===== config.mk =====
export PLATFORM = sky130hd
export DESIGN_NAME = pipe_stage_reg_flat
export DESIGN_NICKNAME = d
export VERILOG_FILES = /design/src/rtl/pipe_stage_pkg.sv /design/src/rtl/pipe_stage_reg_if.sv /design/src/rtl/pipe_stage_reg_snap_stack.sv /design/src/rtl/pipe_stage_reg.sv /design/src/flat_wrapper.sv
export SDC_FILE = /design/constraint.sdc
export NUM_CORES = 1
export LEC_CHECK = 0
export ABC_AREA = 1
export BUFFER_PORTS_ARGS = -buffer_cell sky130_fd_sc_hd__buf_2
export CORE_UTILIZATION = 52
export DETAILED_ROUTE_END_ITERATION = 6
export PLACE_DENSITY_LB_ADDON = 0.08
export SLEW_MARGIN = 5
export SYNTH_ARGS = -nofsm -noshare
export SYNTH_HDL_FRONTEND = slang
export SYNTH_HIERARCHICAL = 1
export SYNTH_SLANG_ARGS = --single-unit
export TNS_END_PERCENT = 10

===== constraint.sdc =====
create_clock -name clk -period 5.3 [get_ports clk]
set_clock_uncertainty 0.1 [all_clocks]
set_input_delay 0 -clock clk [delete_from_list [all_inputs] [get_ports clk]]
set_output_delay 0 -clock clk [all_outputs]
set_load 0.01 [all_outputs]

===== src/rtl/pipe_stage_pkg.sv =====
// MEM/WB pipeline payload definitions shared by the stage register, its
// handshake interface and the snapshot stack.
package pipe_stage_pkg;

    // Bit positions of each field inside the flat MEM/WB payload.
    localparam int PC_LSB       = 0;
    localparam int PC_MSB       = 31;
    localparam int RD_LSB       = 32;
    localparam int RD_MSB       = 36;
    localparam int ALUOUT_LSB   = 37;
    localparam int ALUOUT_MSB   = 68;
    localparam int DATA_IN_LSB  = 69;
    localparam int DATA_IN_MSB  = 100;
    localparam int WDSEL_LSB    = 101;
    localparam int WDSEL_MSB    = 102;
    localparam int REGWRITE_BIT = 103;

    // The first member is the MSB, so declaration order mirrors the offsets above.
    typedef struct packed {
        logic        reg_write;
        logic [1:0]  wd_sel;
        logic [31:0] data_in;
        logic [31:0] aluout;
        logic [4:0]  rd;
        logic [31:0] pc;
    } mem_wb_t;

    localparam int MEM_WB_W = $bits(mem_wb_t);

    // Reinterpret a flat payload as the structured MEM/WB bundle.
    function automatic mem_wb_t unpack_mem_wb(input logic [MEM_WB_W-1:0] raw);
        return mem_wb_t'(raw);
    endfunction

endpackage


===== src/rtl/pipe_stage_reg_if.sv =====
// Valid/ready handshake bundle around the pipeline stage register.
// slave  : the stage itself (consumes upstream, produces downstream)
// master : the surrounding pipeline (drives upstream, consumes downstream)
interface pipe_stage_reg_if
    import pipe_stage_pkg::*;
#(
    parameter int DATA_W = MEM_WB_W
);
    logic              in_valid;
    logic              in_ready;
    logic [DATA_W-1:0] in_data;
    logic              out_valid;
    logic              out_ready;
    logic [DATA_W-1:0] out_data;

    modport slave (
        input  in_valid, in_data, out_ready,
        output in_ready, out_valid, out_data
    );

    modport master (
        output in_valid, in_data, out_ready,
        input  in_ready, out_valid, out_data
    );
endinterface


===== src/rtl/pipe_stage_reg_snap_stack.sv =====
// LIFO of register snapshots taken on interrupt entry. Push on full and pop on
// empty are ignored here; the owner reports those as overflow/underflow.
module snap_stack
    import pipe_stage_pkg::*;
#(
    parameter int ENTRY_W = MEM_WB_W + 1,
    parameter int DEPTH   = 2
) (
    input  logic                         clk,
    input  logic                         reset,
    input  logic                         push,
    input  logic                         pop,
    input  logic [ENTRY_W-1:0]           push_data,
    output logic [ENTRY_W-1:0]           top_data,
    output logic [$clog2(DEPTH+1)-1:0]   level,
    output logic                         full,
    output logic                         empty
);
    localparam int LVL_W = $clog2(DEPTH + 1);

    logic [ENTRY_W-1:0] mem_q [DEPTH];
    logic [ENTRY_W-1:0] mem_d [DEPTH];
    logic [LVL_W-1:0]   level_q;
    logic [LVL_W-1:0]   level_d;

    assign full  = (level_q == LVL_W'(DEPTH));
    assign empty = (level_q == '0);
    assign level = level_q;

    // Next stack contents: write at the current level on push, clear the top on pop.
    always_comb begin
        mem_d   = mem_q;
        level_d = level_q;
        if (push && !full) begin
            for (int i = 0; i < DEPTH; i++) begin
                if (level_q == LVL_W'(i)) begin
                    mem_d[i] = push_data;
                end
            end
            level_d = level_q + 1'b1;
        end else if (pop && !empty) begin
            for (int i = 0; i < DEPTH; i++) begin
                if (level_q == LVL_W'(i + 1)) begin
                    mem_d[i] = '0;
                end
            end
            level_d = level_q - 1'b1;
        end
    end

    // Most recent snapshot; zero when empty.
    always_comb begin
        top_data = '0;
        for (int i = 0; i < DEPTH; i++) begin
            if (level_q == LVL_W'(i + 1)) begin
                top_data = mem_q[i];
            end
        end
    end

    // Stack storage and occupancy.
    always_ff @(posedge clk or posedge reset) begin
        if (reset) begin
            level_q <= '0;
            for (int i = 0; i < DEPTH; i++) begin
                mem_q[i] <= '0;
            end
        end else begin
            level_q <= level_d;
            mem_q   <= mem_d;
        end
    end

endmodule


===== src/rtl/pipe_stage_reg.sv =====
// MEM/WB pipeline stage register with interrupt snapshot/restore and flush.
// Per-edge priority: int_detected > int_restore > flush > normal transfer.
// Optional build macro PIPE_STAGE_PERF_EN adds saturating stall/bubble
// counters; without it the counter ports read zero and hold no state.
module pipe_stage_reg
    import pipe_stage_pkg::*;
#(
    parameter int DATA_W     = MEM_WB_W,
    parameter int SNAP_DEPTH = 2,
    parameter int CNT_W      = 16
) (
    input  logic                              clk,
    input  logic                              reset,
    pipe_stage_reg_if.slave                   bus,
    input  logic                              flush,
    input  logic                              int_detected,
    input  logic                              int_restore,
    output logic [$clog2(SNAP_DEPTH+1)-1:0]   snap_level,
    output logic                              snap_ovf,
    output logic                              snap_unf,
    output logic [CNT_W-1:0]                  stall_cnt,
    output logic [CNT_W-1:0]                  bubble_cnt
);
    logic              out_valid_q, out_valid_d;
    logic [DATA_W-1:0] out_data_q,  out_data_d;
    logic              snap_ovf_q,  snap_ovf_d;
    logic              snap_unf_q,  snap_unf_d;

    logic              push, pop;
    logic              stk_full, stk_empty;
    logic [DATA_W:0]   top_entry;

    // Any interrupt or flush activity owns the register this cycle.
    assign bus.in_ready = (!out_valid_q || bus.out_ready)
                          && !int_detected && !int_restore && !flush;

    // Next register state in priority order; a simultaneous restore is dropped.
    always_comb begin
        out_valid_d = out_valid_q;
        out_data_d  = out_data_q;
        snap_ovf_d  = snap_ovf_q;
        snap_unf_d  = snap_unf_q;
        push        = 1'b0;
        pop         = 1'b0;
        if (int_detected) begin
            if (!stk_full) begin
                push = 1'b1;
            end else begin
                snap_ovf_d = 1'b1;
            end
            out_valid_d = 1'b0;
            out_data_d  = '0;
        end else if (int_restore) begin
            if (!stk_empty) begin
                pop         = 1'b1;
                out_valid_d = top_entry[DATA_W];
                out_data_d  = top_entry[DATA_W-1:0];
            end else begin
                snap_unf_d = 1'b1;
            end
        end else if (flush) begin
            out_valid_d = 1'b0;
            out_data_d  = '0;
        end else if (bus.in_valid && bus.in_ready) begin
            out_valid_d = 1'b1;
            out_data_d  = bus.in_data;
        end else if (out_valid_q && bus.out_ready) begin
            out_valid_d = 1'b0;
        end
    end

    // Payload register and sticky error flags.
    always_ff @(posedge clk or posedge reset) begin
        if (reset) begin
            out_valid_q <= 1'b0;
            out_data_q  <= '0;
            snap_ovf_q  <= 1'b0;
            snap_unf_q  <= 1'b0;
        end else begin
            out_valid_q <= out_valid_d;
            out_data_q  <= out_data_d;
            snap_ovf_q  <= snap_ovf_d;
            snap_unf_q  <= snap_unf_d;
        end
    end

    snap_stack #(
        .ENTRY_W (DATA_W + 1),
        .DEPTH   (SNAP_DEPTH)
    ) u_snap_stack (
        .clk       (clk),
        .reset     (reset),
        .push      (push),
        .pop       (pop),
        .push_data ({out_valid_q, out_data_q}),
        .top_data  (top_entry),
        .level     (snap_level),
        .full      (stk_full),
        .empty     (stk_empty)
    );

    assign bus.out_valid = out_valid_q;
    assign bus.out_data  = out_data_q;
    assign snap_ovf      = snap_ovf_q;
    assign snap_unf      = snap_unf_q;

`ifdef PIPE_STAGE_PERF_EN
    logic [CNT_W-1:0] stall_cnt_q,  stall_cnt_d;
    logic [CNT_W-1:0] bubble_cnt_q, bubble_cnt_d;

    // Saturating counts of held-but-unconsumed and empty cycles.
    always_comb begin
        stall_cnt_d  = stall_cnt_q;
        bubble_cnt_d = bubble_cnt_q;
        if (out_valid_q && !bus.out_ready && (stall_cnt_q != '1)) begin
            stall_cnt_d = stall_cnt_q + 1'b1;
        end
        if (!out_valid_q && (bubble_cnt_q != '1)) begin
            bubble_cnt_d = bubble_cnt_q + 1'b1;
        end
    end

    // Counter registers.
    always_ff @(posedge clk or posedge reset) begin
        if (reset) begin
            stall_cnt_q  <= '0;
            bubble_cnt_q <= '0;
        end else begin
            stall_cnt_q  <= stall_cnt_d;
            bubble_cnt_q <= bubble_cnt_d;
        end
    end

    assign stall_cnt  = stall_cnt_q;
    assign bubble_cnt = bubble_cnt_q;
`else
    assign stall_cnt  = '0;
    assign bubble_cnt = '0;
`endif

endmodule


===== src/flat_wrapper.sv =====
// flat-port wrapper written by rule: the top's interface ports become plain ports
module pipe_stage_reg_flat import pipe_stage_pkg::*;
#(
    parameter int DATA_W     = MEM_WB_W,
    parameter int SNAP_DEPTH = 2,
    parameter int CNT_W      = 16
)
  (clk, reset, flush, int_detected, int_restore, snap_level, snap_ovf, snap_unf, stall_cnt, bubble_cnt, bus_in_valid, bus_in_data, bus_out_ready, bus_in_ready, bus_out_valid, bus_out_data);
  pipe_stage_reg_if #(.DATA_W(DATA_W)) bus_i ();
  input  logic clk;
  input  logic reset;
  input  logic flush;
  input  logic int_detected;
  input  logic int_restore;
  output logic [$clog2(SNAP_DEPTH+1)-1:0] snap_level;
  output logic snap_ovf;
  output logic snap_unf;
  output logic [CNT_W-1:0] stall_cnt;
  output logic [CNT_W-1:0] bubble_cnt;
  input wire logic [$bits(bus_i.in_valid)-1:0] bus_in_valid;
  input wire logic [$bits(bus_i.in_data)-1:0] bus_in_data;
  input wire logic [$bits(bus_i.out_ready)-1:0] bus_out_ready;
  output wire logic [$bits(bus_i.in_ready)-1:0] bus_in_ready;
  output wire logic [$bits(bus_i.out_valid)-1:0] bus_out_valid;
  output wire logic [$bits(bus_i.out_data)-1:0] bus_out_data;
  assign bus_i.in_valid = bus_in_valid;
  assign bus_i.in_data = bus_in_data;
  assign bus_i.out_ready = bus_out_ready;
  assign bus_in_ready = bus_i.in_ready;
  assign bus_out_valid = bus_i.out_valid;
  assign bus_out_data = bus_i.out_data;
  pipe_stage_reg #(.DATA_W(DATA_W), .SNAP_DEPTH(SNAP_DEPTH), .CNT_W(CNT_W)) u_core (.clk(clk), .reset(reset), .bus(bus_i), .flush(flush), .int_detected(int_detected), .int_restore(int_restore), .snap_level(snap_level), .snap_ovf(snap_ovf), .snap_unf(snap_unf), .stall_cnt(stall_cnt), .bubble_cnt(bubble_cnt));
endmodule

==> metrics.cfg <==
[global_route]
antenna_found_initial=0
overflow=0
grt_pass1_wl_um=81390
grt_pass1_vias=15920
grt_usage_pct=30.44
grt_max_degree=179

[detailed_routing]
drcViolationCount=0
dr.first_iter.drc_count=1596
wl_per_cell_um=16.51
post_drt_via_cell_ratio=5.426
wl_um=49800
vias=16370
antenna_left=0
firstDrtPassIters=5

[timing]
setup_viol=0
hold_viol_final=0
rsz0062_at_grt=no
finalMaxSlewViolations=0
period_minus_slack_ns=4.144
timing.final.crit_share_pct=78.18
fin_setup_tns_ns=0
worstMarginPinSlew_ns=1.134
clock.fmax_mhz=241.3
hold_ws_ns=0.01299
maxSlewHeadroom_pct=24.41

[synth]
avgSynthCellArea_um2=7.058
synth-seq-area-share_pct=47.74
synth_edf_count=0
synth.top_cells.by_count=nand2_1, dfrtp_1, nand3_1, inv_1, nor2_1
netlist.area_leader.share_pct=47.74
syn_area_um2=16720
yosys.area.top_type=dfrtp_1
synthTopCellsByArea=dfrtp_1, nand2_1, nand3_1, nand4_1, inv_1
syn_inst=2369
async_flop_share_pct=100.0
ys.flop_type=dfrtp_1
yosys.cell_count.top_type=nand2_1
synth_cell_types=23
ys_ff_latch=319
synth_warnings=6

[worst_setup_path]
critical_path_class=flop to flop
rrSetupSlack_ns=1.16
timing.critical_path.from=u_core/u_snap_stack/level[0]
timing.rr.start=u_core/u_snap_stack/level[0]
end_kind=flop
path_max_fanout=59
rr_worst_depth=9
required_ns=5.59
startpoint_type=flop
arrival_ns=4.44

[cts]
clock_path_buffers=3
clock_latency_ns=0.52
htree_levels=2
clkSinkCount=319
cts.repair.resized=0
cts.clk_slew.worst_paths_ns=0.06
cts_tree=yes
cts_buffers=36
cts_root_buf=clkbuf_16
post-cts-setup-buffer-count=0
cts_hold_buf=122

[min_path]
min_from=int_restore
min_path_type=primary input to flop
hold_depth=6

[power]
power_density_nw_per_um2=402.1
peakVddDrop_uv=349.3
seq_power_share_pct=36.5
pwr-share-comb_pct=33.3
p_sw_mw=3.369
power.leakage_nw=11.46
p_clk_share_pct=30.1
swShare_pct=41.87
intPower_mw=4.677

[die]
dieArea_um2=32880
die_w_um=181.3
std_cell_rows=65
io_pins=253
core_area_um2=31560
die_y_um=181.3
start_util_pct=52.99

[finish]
antenna_cells=0
layout-drive-gt1-share_pct=11.93
layout.nets=2706
syn_to_final_growth_pct=19.67
fin_cells=3017

[status]
outcome=complete, no violations

[placement]
dp.cells=2832
place_congestion=0.7793
hpwl_um=26860
port_buffers=220

[job]
max_cap_viol_count=0

-- per-stage QoR --
stage               power [mW]  setup slack [ns]  area [um2]  utilization [%]
global placement         5.533             1.258       17660            55.96
floorplan                4.782             2.383       16840                -
CTS                      8.059             1.152       20010            63.41
global route             8.433            0.8397       20010            63.41
detailed placement       5.554             1.174       17660            55.96
finish                   8.046             1.156       20010            63.41
-- layout by cell type, fill, tap and decap left out --
cell type | synthesis | routed
nand2_1 | 1162 | 1159
nand3_1 | 319 | 319
dfrtp_1 | 319 | 319
buf_2 | 74 | 220
dlygate4sd3_1 | 0 | 122
inv_1 | 120 | 118
nor2_1 | 110 | 110
nand4_1 | 105 | 105
clkbuf_16 | 0 | 37
conb_1 | 1 | 32
buf_4 | 40 | 19
clkbuf_1 | 82 | 10
clkinv_2 | 0 | 9
clkbuf_8 | 0 | 7
nand2_4 | 0 | 6
ha_1 | 5 | 3
nor2_4 | 2 | 2
o21ai_0 | 2 | 2
nand3_4 | 0 | 2
ha_4 | 0 | 2
buf_12 | 0 | 2
bufinv_16 | 0 | 1
inv_2 | 2 | 1
o21ai_4 | 0 | 1
nor3_1 | 1 | 1
inv_4 | 0 | 1
a21o_1 | 1 | 1
a21oi_1 | 1 | 1
clkinvlp_4 | 0 | 1
xor2_1 | 1 | 1
nand2_8 | 0 | 1
-- sequential cells by signal, indices dropped and copies added (netlist names) --
signal,cells
u_core/bus.out_data,104
u_core/bus.out_valid,1
u_core/snap_ovf,1
u_core/snap_unf,1
u_core/u_snap_stack/level,2
u_core/u_snap_stack/mem_q,210
-- layer usage --
metal / share of wire (%) / global-route usage, %
met1: 42 / 41.04
met3: 6.7 / 3.548
met4: 3.2 / 10.85
met2: 48 / 50.74
met5: 0 / 0
-- layout make-up --
cell class              instances  area, um2
well taps                     402      503.0
fillers                      2832      11550
flip-flops and latches        319       7983
clock inverters                 9      70.07
inverters                     122      465.4
repair buffers                363       2505
multi-input cells            1748       7422
clock buffers                  54       1060
-- path summary, 6_finish.rpt --
path / end
min in group asynchronous: u_core/bus.out_data[1]
setup / recovery: u_core/u_snap_stack/mem_q[164]
setup reg to reg: u_core/u_snap_stack/mem_q[164]
hold / removal: u_core/u_snap_stack/level[1]
max in group asynchronous: u_core/u_snap_stack/mem_q[144]
hold reg to reg: u_core/snap_ovf
-- power groups by stage --
stage | logic, mW | clock network, mW | registers (mW)
2_1_floorplan | 1.83 | 0 | 2.96
3_3_place_gp | 2.57 | 0 | 2.96
3_5_place_dp | 2.58 | 0 | 2.97
4_1_cts | 2.66 | 2.46 | 2.93
5_1_grt | 2.90 | 2.56 | 2.97
6_report | 2.68 | 2.42 | 2.94
-- kinds of logic after synthesis --
kind of cell,after synthesis,share of synthesized area [%]
AND/OR/NAND/NOR,1705,42.47
buffers and inverters,333,9.152
flip-flops,319,47.74
AO/OA/AOI/OAI,5,0.1871
adder cells (fa/ha/maj),5,0.3742
XOR/XNOR,1,0.05239
other,1,0.02243
-- critical path: stages (launching register included) --
cell	delay, ns
dfrtp_1	0.40
inv_1	0.15
ha_4	0.37
nor2_1	0.49
nand2_4	0.50
nand2_4	0.57
nand3_4	0.72
buf_4	0.52
nand2_1	0.10
nand2_1	0.06
Note: power is estimated with default switching activity, not from simulation.
